$ cat config.mk
export PLATFORM = sky130hd
export DESIGN_NAME = proc_sequencer
export DESIGN_NICKNAME = d
export VERILOG_FILES = /design/src/rtl/proc_pkg.sv /design/src/rtl/dec3to8.sv /design/src/rtl/proc_sequencer.sv
export SDC_FILE = /design/constraint.sdc
export NUM_CORES = 1
export LEC_CHECK = 0
export ABC_AREA = 1
export CORE_MARGIN = 2
export CORE_UTILIZATION = 44
export CTS_CLUSTER_DIAMETER = 60
export DETAILED_ROUTE_END_ITERATION = 8
export GPL_TIMING_DRIVEN = 1
export PLACE_DENSITY = 0.75
export SLEW_MARGIN = 30
export SYNTH_ARGS = -nofsm -noshare
export SYNTH_HDL_FRONTEND = slang
export SYNTH_SLANG_ARGS = --single-unit
$ cat constraint.sdc
create_clock -name clock -period 2.05 [get_ports clock]
set_input_delay 0.615 -clock clock [delete_from_list [all_inputs] [get_ports clock]]
set_output_delay 0.615 -clock clock [all_outputs]
set_load 0.01 [all_outputs]
$ cat src/rtl/proc_pkg.sv
// Shared definitions for the simple processor: opcodes, bus-mux codes,
// sequencer states, ALU encodings and the sequencer's control decode.
package proc_pkg;

  localparam int unsigned IR_W  = 9;
  localparam int unsigned OP_W  = 3;
  localparam int unsigned SEL_W = 4;
  localparam int unsigned NREG  = 8;

  localparam logic [OP_W-1:0] OP_MV  = 3'b000;
  localparam logic [OP_W-1:0] OP_MVI = 3'b001;
  localparam logic [OP_W-1:0] OP_ADD = 3'b010;
  localparam logic [OP_W-1:0] OP_SUB = 3'b011;
  localparam logic [OP_W-1:0] OP_AND = 3'b100;
  localparam logic [OP_W-1:0] OP_OR  = 3'b101;
  localparam logic [OP_W-1:0] OP_XOR = 3'b110;
  localparam logic [OP_W-1:0] OP_ILL = 3'b111;

  // ALU function codes; chosen equal to the opcodes so the sequencer can pass them through.
  localparam logic [OP_W-1:0] ALU_NOP = 3'b000;
  localparam logic [OP_W-1:0] ALU_ADD = OP_ADD;
  localparam logic [OP_W-1:0] ALU_SUB = OP_SUB;
  localparam logic [OP_W-1:0] ALU_AND = OP_AND;
  localparam logic [OP_W-1:0] ALU_OR  = OP_OR;
  localparam logic [OP_W-1:0] ALU_XOR = OP_XOR;

  localparam logic [SEL_W-1:0] SEL_G    = 4'd8;
  localparam logic [SEL_W-1:0] SEL_DIN  = 4'd9;
  localparam logic [SEL_W-1:0] SEL_NONE = 4'd15;

  typedef enum logic [1:0] {T0, T1, T2, T3} state_e;

  typedef struct packed {
    logic [OP_W-1:0] op;
    logic [2:0]      rx;
    logic [2:0]      ry;
  } instr_t;

  typedef struct packed {
    logic [SEL_W-1:0] bus_sel;
    logic             reg_en;
    logic             a_in;
    logic             g_in;
    logic [OP_W-1:0]  alu_op;
    logic             done;
    logic             illegal;
    logic             busy;
  } ctrl_t;

  function automatic logic is_alu(input logic [OP_W-1:0] op);
    return (op >= OP_ADD) && (op <= OP_XOR);
  endfunction

  // Moore control decode from (state, instruction); reg_en is expanded to one-hot by dec3to8.
  function automatic ctrl_t decode(input state_e st, input instr_t ir);
    ctrl_t c;
    c         = '0;
    c.bus_sel = SEL_NONE;
    c.alu_op  = ALU_NOP;
    case (st)
      T1: begin
        c.busy = 1'b1;
        case (ir.op)
          OP_MV: begin
            c.bus_sel = SEL_W'(ir.ry);
            c.reg_en  = 1'b1;
            c.done    = 1'b1;
          end
          OP_MVI: begin
            c.bus_sel = SEL_DIN;
            c.reg_en  = 1'b1;
            c.done    = 1'b1;
          end
          OP_ILL: begin
            c.done    = 1'b1;
            c.illegal = 1'b1;
          end
          default: begin
            c.bus_sel = SEL_W'(ir.rx);
            c.a_in    = 1'b1;
          end
        endcase
      end
      T2: begin
        c.busy    = 1'b1;
        c.bus_sel = SEL_W'(ir.ry);
        c.g_in    = 1'b1;
        c.alu_op  = ir.op;
      end
      T3: begin
        c.busy    = 1'b1;
        c.bus_sel = SEL_G;
        c.reg_en  = 1'b1;
        c.done    = 1'b1;
      end
      default: ;
    endcase
    return c;
  endfunction

endpackage

$ cat src/rtl/dec3to8.sv
// 3-to-8 one-hot decoder with enable.
//   sel_i    : index to decode
//   en_i     : when low the output is all zeros
//   onehot_o : one-hot (or zero) result
module dec3to8 (
  input  logic [2:0] sel_i,
  input  logic       en_i,
  output logic [7:0] onehot_o
);

  assign onehot_o = en_i ? (8'b1 << sel_i) : 8'b0;

endmodule

$ cat src/rtl/proc_sequencer.sv
// Control sequencer for the 16-bit simple processor datapath.
// Captures a 9-bit instruction from din on run (in T0) and steps T1..T3,
// driving register loads, the bus-mux select and the ALU opcode.
//   clock, resetn : clock and synchronous active-high reset
//   run, din      : start request and input bus carrying the instruction
//   ir_in         : instruction-capture strobe (combinational, T0 only)
//   reg_in        : one-hot R0..R7 load enables
//   bus_sel       : bus-mux select (0-7 Rn, 8 G, 9 DIN, 15 idle)
//   a_in, g_in    : A / G load enables
//   alu_op        : ALU function
//   done, illegal : completion pulse and illegal-opcode pulse
//   busy          : high in T1..T3
module proc_sequencer
  import proc_pkg::*;
#(
  parameter int unsigned DIN_W  = 16,
  parameter int unsigned IR_LSB = 7
) (
  input  logic             clock,
  input  logic             resetn,
  input  logic             run,
  input  logic [DIN_W-1:0] din,
  output logic             ir_in,
  output logic [NREG-1:0]  reg_in,
  output logic [SEL_W-1:0] bus_sel,
  output logic             a_in,
  output logic             g_in,
  output logic [OP_W-1:0]  alu_op,
  output logic             done,
  output logic             illegal,
  output logic             busy
);

  state_e          state_q, state_d;
  instr_t          ir_q, ir_d;
  ctrl_t           ctrl_d;
  logic [NREG-1:0] reg_in_d;
  logic            unused_din;

  // Only the instruction field of din is consumed here.
  assign unused_din = ^din;

  // Next state and instruction capture; run matters only in T0.
  always_comb begin
    state_d = state_q;
    ir_d    = ir_q;
    case (state_q)
      T0: begin
        if (run) begin
          ir_d    = instr_t'(din[IR_LSB +: IR_W]);
          state_d = T1;
        end
      end
      T1:      state_d = is_alu(ir_q.op) ? T2 : T0;
      T2:      state_d = T3;
      T3:      state_d = T0;
      default: state_d = T0;
    endcase
  end

  // Outputs for the upcoming state are decoded ahead and registered.
  assign ctrl_d = decode(state_d, ir_d);

  dec3to8 u_dec (
    .sel_i    (ir_d.rx),
    .en_i     (ctrl_d.reg_en),
    .onehot_o (reg_in_d)
  );

  always_ff @(posedge clock) begin
    if (resetn) begin
      state_q <= T0;
      ir_q    <= '0;
      reg_in  <= '0;
      bus_sel <= SEL_NONE;
      a_in    <= 1'b0;
      g_in    <= 1'b0;
      alu_op  <= ALU_NOP;
      done    <= 1'b0;
      illegal <= 1'b0;
      busy    <= 1'b0;
    end else begin
      state_q <= state_d;
      ir_q    <= ir_d;
      reg_in  <= reg_in_d;
      bus_sel <= ctrl_d.bus_sel;
      a_in    <= ctrl_d.a_in;
      g_in    <= ctrl_d.g_in;
      alu_op  <= ctrl_d.alu_op;
      done    <= ctrl_d.done;
      illegal <= ctrl_d.illegal;
      busy    <= ctrl_d.busy;
    end
  end

  // Capture strobe follows run in T0; a reset in the same cycle wins.
  assign ir_in = (state_q == T0) && run && !resetn;

endmodule

# --- After elaboration in Yosys (flattened, before gate mapping) ---
# Cells that the tools add are included.
op_classes:
  shifts: 1
  eq_ne: 8
  n_div: 0
  bitwise_logic: 3
  n_mul: 0
  muxes: 15
  n_lt_le_gt_ge: 2
  add_sub_neg: 0
  n_reduce_logical: 12
op_table:
  columns: ["cell", "n"]
  rows:
  - ["$pmux 4 s3", 2]
  - ["$mux 9", 2]
  - ["$eq 2x2->1 const B", 4]
  - ["$pmux 2 s4", 1]
  - ["$reduce_or 2->1", 4]
  - ["$shl 1x3->8 const A", 1]
  - ["$reduce_or 3->1", 2]
  - ["$mux 1", 5]
  - ["$eq 2x1->1 const B", 2]
  - ["$mux 2", 2]
  - ["$mux 4", 1]
  - ["$pmux 1 s2", 2]
  - ["$eq 3x1->1 const B", 1]
  - ["$eq 3x3->1 const B", 1]
  - ["$ge 3x2->1 const B", 1]
  - ["$le 3x3->1 const B", 1]
  - ["$logic_and 1x1->1", 3]
  - ["$logic_not 3->1", 1]
  - ["$not 1->1", 3]
  - ["$logic_not 2->1", 1]
  - ["$logic_not 1->1", 1]
word_totals:
  mem_bits_rw: 0
  memories: 0
  rom_bits: 0
  latch_bits: 0
  ff_bits: 31
  word_cells: 53

# --- Depth between registers and ports, before layout ---
# Gate-level depths: netlist of the first run.
depth:
  depth_word: 8
  ltp_mapped: 12

# --- Modules after synthesis ---
# From an unflattened synthesis of the first run, not the netlist that was laid out.
hier_totals:
  cells_unflattened: 185
  area_unflattened_um2: 1283.7
by_module_without_submodules:
  columns: ["module", "cells_each", "area_per_inst_um2", "n_inst"]
  rows:
  - ["proc_sequencer", 168, 1219.9, 1]
  - ["dec3to8", 17, 63.8, 1]

# --- Worst setup path after synthesis of the first run ---
# No wires, ideal clock.
synth_path:
  path_kind: "input-to-output"
  start: "input resetn"
  end: "output ir_in"
  n_path_buf: 2
  path_slack_ns: 0.243
  cell_stages: 3
  t_arrival_ns: 1.192
  path_cell_list: "buf_2 > buf_1 > nor2_1"
synth_between:
  elab_chain_cells: 2
synth_lines:
  columns: ["item", "line_no", "source"]
  rows:
  - ["start, declared", "proc_sequencer.sv:20", "input logic resetn,"]
  - ["$logic_not 1->1", "proc_sequencer.sv:97", "assign ir_in = (state_q == T0) && run && !resetn;"]
  - ["$logic_and 1x1->1", "proc_sequencer.sv:97", null]
  - ["end, declared", "proc_sequencer.sv:23", "output logic ir_in,"]
# Every way passes these cells.

# --- Worst setup path after layout of the first run ---
layout_path:
  start: "register state_q[0]"
  end: "output ir_in"
layout_between:
  elab_chain_cells: 3
layout_lines:
  columns: ["item", "line_no", "source"]
  rows:
  - ["start, declared", "proc_sequencer.sv:34", "state_e state_q, state_d;"]
  - ["start signal, assigned", "proc_sequencer.sv:83", "state_q <= state_d;"]
  - ["$logic_not 2->1", "proc_sequencer.sv:97", null]
  - ["$logic_and 1x1->1 (2 in series)", "proc_sequencer.sv:97", null]
# Every way passes these cells.

==> impl_metrics.yaml, run 1 <==
detailed_routing:
  post_drt_wl_per_cell_um: 11.51
  vias_per_cell: 4.715
  num_vias: 1108
  drt_wl_total_um: 2704
  ant_nets: 0
  drc: 0
  drtIter0Drc: 22
  drtPass1Iterations: 4
placed_design:
  portBuffers: 32
  dp_hpwl_um: 2099
  place_congestion: 0.9325
timing:
  skew_ps: 9.116
  setup_viol: 0
  max_freq_mhz: 530.1
  finalHoldViolations: 0
  period_minus_slack_ps: 1886
  worst-slew-pin-transition_ps: 328.2
  rsz0062_at_grt: "no"
  finalMaxSlewViolations: 0
  finalCritPeriodShare: 0.9202
  slew_headroom: 0.7789
global_route:
  grt_max_degree: 18
  grt_pass1_vias: 1049
  grtUsageTotal: 0.1891
  grt_pass1_wl_um: 4560
  grt.overflow.total: 0
  antenna_found_initial: 0
clocking:
  clk_latency_ps: 330
  cts_tree: "built"
  htree_levels: 2
  cts_sinks: 31
  cts_hold_buf: 0
  cts-buffers-inserted: 5
  cts_buffer_depth: 2
  cts_root_buf: "clkbuf_4"
  path_clk_slew_ps: 100
run_status:
  status: "completed"
setup_path:
  cp.required_ps: 1430
  crit_path_max_incr_delay_ps: 370
  critPathLaunch: "state_q[0]"
  timing.rr.start: "state_q[1]"
  cp_slowest_cell: "dfxtp_1"
  worstSetupPathType: "reg2out"
  cp-end-kind: "output port"
  critPathBufInv: 1
  crit_family: "flip-flops"
  arrival_ps: 1270
  cp_cell_sequence: "nor2_4 -> nand2_4 -> nor2_1 -> clkdlybuf4s15_2"
  worst-path-max-fanout: 6
  start_kind: "flop"
floorplan:
  io_pins: 40
  die-area_um2: 3225
  die_w_um: 56.79
  fp.dieH_um: 56.79
  initial_utilization: 0.4524
  core_area_um2: 2710
  rows: 19
final_layout:
  layout.nets: 223
  layout-drive-gt1-share: 0.1814
  mostFrequentLayoutCells: "nand2_1 (33), dfxtp_1 (31), clkdlybuf4s50_1 (29)"
  final_common_cell: "nand2_1"
  fillCellCount: 257
  diodes: 0
  area_growth_syn_to_layout_pct: 39.39
  fin_util: 0.6307
synthesis:
  ys_seq_area_frac: 0.5061
  synth_area_per_cell_um2: 7.860
  synth_seq_cells: 31
  yosysWarnings: 0
  synth_cells: 156
  synth_fp_nets: 175
  synth_area_um2: 1226
  ys_types: 23
pwr:
  p_leak_uw: 0.0007768
  p_per_area_nw_per_um2: 760.6
  peakVddDrop_mv: 0.5603
  power_uw: 1300
flow_run:
  maxCapViolations: 0
min_path:
  worstHoldPathType: "reg2reg"
  min-delay-start: "ir_q[0]"
-- tightest hold or removal path: stages (launching register included) --
cell	delay, ps
dfxtp_1	310
nand2_1	70
a21oi_1	70
-- metal layers --
| layer | vias to the layer above | GRT usage | part of all wire | wire length, um |
|---|---|---|---|---|
| met1 | 496 | 0.2198 | 0.44 | 1192 |
| met4 | 0 | 0.09967 | 0.019 | 51 |
| met5 | - | 0 | 0 | 0 |
| met2 | 30 | 0.3123 | 0.49 | 1335 |
| met3 | 7 | 0.05530 | 0.046 | 125 |
| li1 | 575 | - | - | - |
-- through the flow --
step | hold slack [ps] | std cells | instance area (um2) | TNS [ps] | setup slack [ps]
after floorplan | 450.8 | 156 | 1226 | 0 | 242.5
after global placement | 467.7 | 228 | 1654 | -2563 | -388.5
after detailed placement | 477.2 | 228 | 1654 | -3368 | -403.5
after CTS | 493.7 | 235 | 1709 | 0 | 146.0
after global routing | 546.8 | 235 | 1709 | 0 | 68.66
final | 490.4 | 235 | 1709 | 0 | 163.5
-- synthesized netlist by cell type (all sizes together) --
cell,number,area [um2]
o21ai,7,46.29
buf,4,31.27
mux2i,1,10.01
inv,16,60.05
nand3,12,60.06
nand2,41,178.9
nor2,30,127.6
o21bai,1,7.510
dfxtp,31,620.6
clkbuf,1,5.000
nor3,3,15.01
a21oi,5,36.29
nand3b,2,15.01
or2,2,12.51
-- state kept, by name, indices dropped and copies added, names as in the netlist --
register	cells
ir_q	9
reg_in	8
bus_sel	4
alu_op	3
state_q	2
a_in	1
busy	1
done	1
g_in	1
illegal	1
-- worst paths after layout --
| path | end | cells past startpoint | slack [ps] |
|---|---|---|---|
| min reg2reg | ir_q[0] | 2 | 490 |
| max | ir_in | 4 | 160 |
| min | ir_q[0] | 2 | 490 |
| max reg2reg | bus_sel[2] | 9 | 370 |
-- layout make-up --
type / instances / area, um2 / share of cell area
repair buffers: 46 / 424.2 / 0.2482
clock buffers: 6 / 51.30 / 0.03001
flip-flops and latches: 31 / 620.6 / 0.3631
clock inverters: 1 / 5.005 / 0.002928
well taps: 31 / 38.79 / 0.02269
inverters: 16 / 60.06 / 0.03514
multi-input cells: 104 / 509.2 / 0.2979
-- kinds of logic after synthesis --
family	Yosys count	synth area share
AO/OA/AOI/OAI	13	0.07347
AND/OR/NAND/NOR	90	0.3337
buffers and inverters	21	0.07855
multiplexers	1	0.008164
flip-flops	31	0.5061
-- where the power goes --
part	internal (uW)	switching, uW	total [uW]
Clock	159	199	358
Combinational	138	151	289
Sequential	637	15.9	653
-- what timing repair did --
action                                  4_1_cts  5_1_grt
resized for setup                             5        0
endpoints found under the setup margin        1        0
buffers inserted                              0        0
endpoints found under the hold margin         0        0
Note: power is estimated with default switching activity, not from simulation.
==> run 2, diff against run 1 <==
--- a/config.mk
+++ b/config.mk
@@ -6,13 +6,16 @@
 export NUM_CORES = 1
 export LEC_CHECK = 0
 export ABC_AREA = 1
+export ABC_CLOCK_PERIOD_IN_PS = 2050
 export CORE_MARGIN = 2
 export CORE_UTILIZATION = 44
 export CTS_CLUSTER_DIAMETER = 60
 export DETAILED_ROUTE_END_ITERATION = 8
 export GPL_TIMING_DRIVEN = 1
 export PLACE_DENSITY = 0.75
+export SETUP_SLACK_MARGIN = 0.5
 export SLEW_MARGIN = 30
 export SYNTH_ARGS = -nofsm -noshare
 export SYNTH_HDL_FRONTEND = slang
 export SYNTH_SLANG_ARGS = --single-unit
+export TNS_END_PERCENT = 5
==> run 2 against run 1 <==
Effect of this change: total power up 3.5%; sequential power hardly changed; non-clock buffer count rose by 2; global-route usage shrank 2.3 points; final cell count increased by 1.3%; clock power up 11%; clock skew about the same; via count down 1.1%; fmax up 6.0%; setup slack improved by 110 ps.
==> impl_metrics.yaml, run 2 (synthesized netlist as in run 1, its figures left out) <==
detailed_routing:
  ant_nets: 0
  drt_wl_total_um: 2517
  drtIter0Drc: 20
  post_drt_wl_per_cell_um: 10.58
  num_vias: 1096
  drc: 0
  drtPass1Iterations: 4
  vias_per_cell: 4.605
clocking:
  cts_tree: "built"
  htree_levels: 2
  cts_root_buf: "clkbuf_4"
  cts_sinks: 31
  clk_latency_ps: 320
  cts_hold_buf: 0
  path_clk_slew_ps: 90
  cts-buffers-inserted: 5
  cts_buffer_depth: 2
placed_design:
  place_congestion: 0.9039
  pre_cts_slack_ps: -378.5
  portBuffers: 32
  dp_hpwl_um: 1855
floorplan:
  die_w_um: 56.79
  rows: 19
  io_pins: 40
  initial_utilization: 0.4524
  die-area_um2: 3225
  core_area_um2: 2710
  fp.dieH_um: 56.79
pwr:
  p_int_uw: 981.7
  p_leak_uw: 0.0008164
  power_uw: 1345
  p_switching_uw: 363.1
  peakVddDrop_mv: 0.5478
  switching_share: 0.2700
  combPwrFrac: 0.220
  p_clk_frac: 0.295
  seqPwrFrac: 0.485
  p_per_area_nw_per_um2: 764.5
final_layout:
  diodes: 0
  seqCellArea_um2: 628.1
  layout.nets: 225
  largest-register: "ir_q"
  multi_input_comb_area_um2: 521.8
  fillCellCount: 248
  final_common_cell: "nand2_1"
  largest_reg_flops: 9
  mostFrequentLayoutCells: "nand2_1 (33), dfxtp_1 (29), nor2_1 (27)"
  reg_top3: "ir_q x9, reg_in x8, bus_sel x4"
  layout-drive-gt1-share: 0.2174
  area_growth_syn_to_layout_pct: 43.47
setup_path:
  crit_path_max_incr_delay_ps: 530
  cp.required_ps: 1430
  cp-end-kind: "output port"
  start_kind: "flop"
  critPathBufInv: 1
  arrival_ps: 1160
  worstSetupPathType: "reg2out"
  cp_slowest_cell: "clkdlybuf4s50_1"
  crit_family: "buffers and inverters"
  cp_cell_sequence: "clkdlybuf4s50_1"
  worst-path-max-fanout: 1
global_route:
  grt_pass1_wl_um: 4084
  grtUsageTotal: 0.1658
  grt_pass1_vias: 983
  grt.overflow.total: 0
  antenna_found_initial: 0
  grt_max_degree: 18
timing:
  worst-slew-pin-transition_ps: 283.3
  max_freq_mhz: 561.8
  finalCritPeriodShare: 0.8683
  slew_headroom: 0.8091
  rsz0062_at_grt: "yes"
  setup_viol: 0
  finalMaxSlewViolations: 0
  fin_ws_ps: 270.1
  finalHoldViolations: 0
  period_minus_slack_ps: 1780
  skew_ps: 9.552
min_path:
  worstHoldPathType: "reg2reg"
run_status:
  status: "completed"
flow_run:
  maxCapViolations: 0
-- run 2: cell types whose count changed in the layout (fill, tap and decap cells not counted), sizes merged --
cell           previous run  this run
clkdlybuf4s15             1         2
dlymetal6s2s              0         1
clkbuf                    6         8
clkinv                    1         0
buf                      14        17
clkdlybuf4s50            29        26
-- run 2: path summary, 6_finish.rpt --
check	startpoint	to	slack [ps]	depth (start not counted)
worst max register to register	state_q[1]	bus_sel[2]	560	9
worst min register to register	ir_q[0]	ir_q[0]	490	2
worst max-delay path	reg_in[5]	reg_in[5]	270	1
worst min-delay path	ir_q[0]	ir_q[0]	490	2
-- run 2: routing by layer --
| metal | vias up | wire length (um) | global-route usage |
|---|---|---|---|
| li1 | 583 | - | - |
| met1 | 483 | 1148 | 0.2017 |
| met2 | 26 | 1212 | 0.2708 |
| met3 | 4 | 125 | 0.05069 |
| met4 | 0 | 30 | 0.06977 |
| met5 | - | 0 | 0 |
-- run 2: per-stage QoR --
step | area (um2) | instances | util | setup TNS (ps) | hold WS [ps]
2_1_floorplan | 1250 | 156 | - | 0 | 450.8
3_3_place_gp | 1662 | 228 | 0.6131 | -2229 | 467.3
3_5_place_dp | 1662 | 228 | 0.6131 | -2685 | 471.8
4_1_cts | 1749 | 237 | 0.6454 | 0 | 486.1
5_1_grt | 1759 | 238 | 0.6491 | 0 | 518.8
6_report | 1759 | 238 | 0.6491 | 0 | 489.1
-- run 2: power by group through the flow --
stage	Clock, uW	Combinational (uW)	Sequential (uW)
after floorplan	0	162	675
after global placement	0	285	666
after detailed placement	0	288	667
after CTS	406	293	653
after global routing	433	325	656
final	397	296	652
-- run 2: timing repair --
item,in CTS,in global routing
endpoints found under the setup margin,44,35
gates resized for setup,15,5
cloned,0,0
pin swaps,1,1
setup buffers,1,1
-- run 2: layout make-up --
cell class	instances	area share
Multi-Input combinational cell	104	0.2966
Timing Repair Buffer	48	0.2511
Clock buffer	8	0.03912
Inverter	16	0.03414
Tap cell	31	0.02205
Sequential cell	31	0.3570
==> run 3, diff against run 2 <==
--- a/config.mk
+++ b/config.mk
@@ -14,7 +14,7 @@
 export GPL_TIMING_DRIVEN = 1
 export PLACE_DENSITY = 0.75
 export SETUP_SLACK_MARGIN = 0.5
-export SLEW_MARGIN = 30
+export SLEW_MARGIN = 10
 export SYNTH_ARGS = -nofsm -noshare
 export SYNTH_HDL_FRONTEND = slang
 export SYNTH_SLANG_ARGS = --single-unit
==> results of run 3 <==
Same layout as run 2: the final DEF is identical, and so are final timing and power.
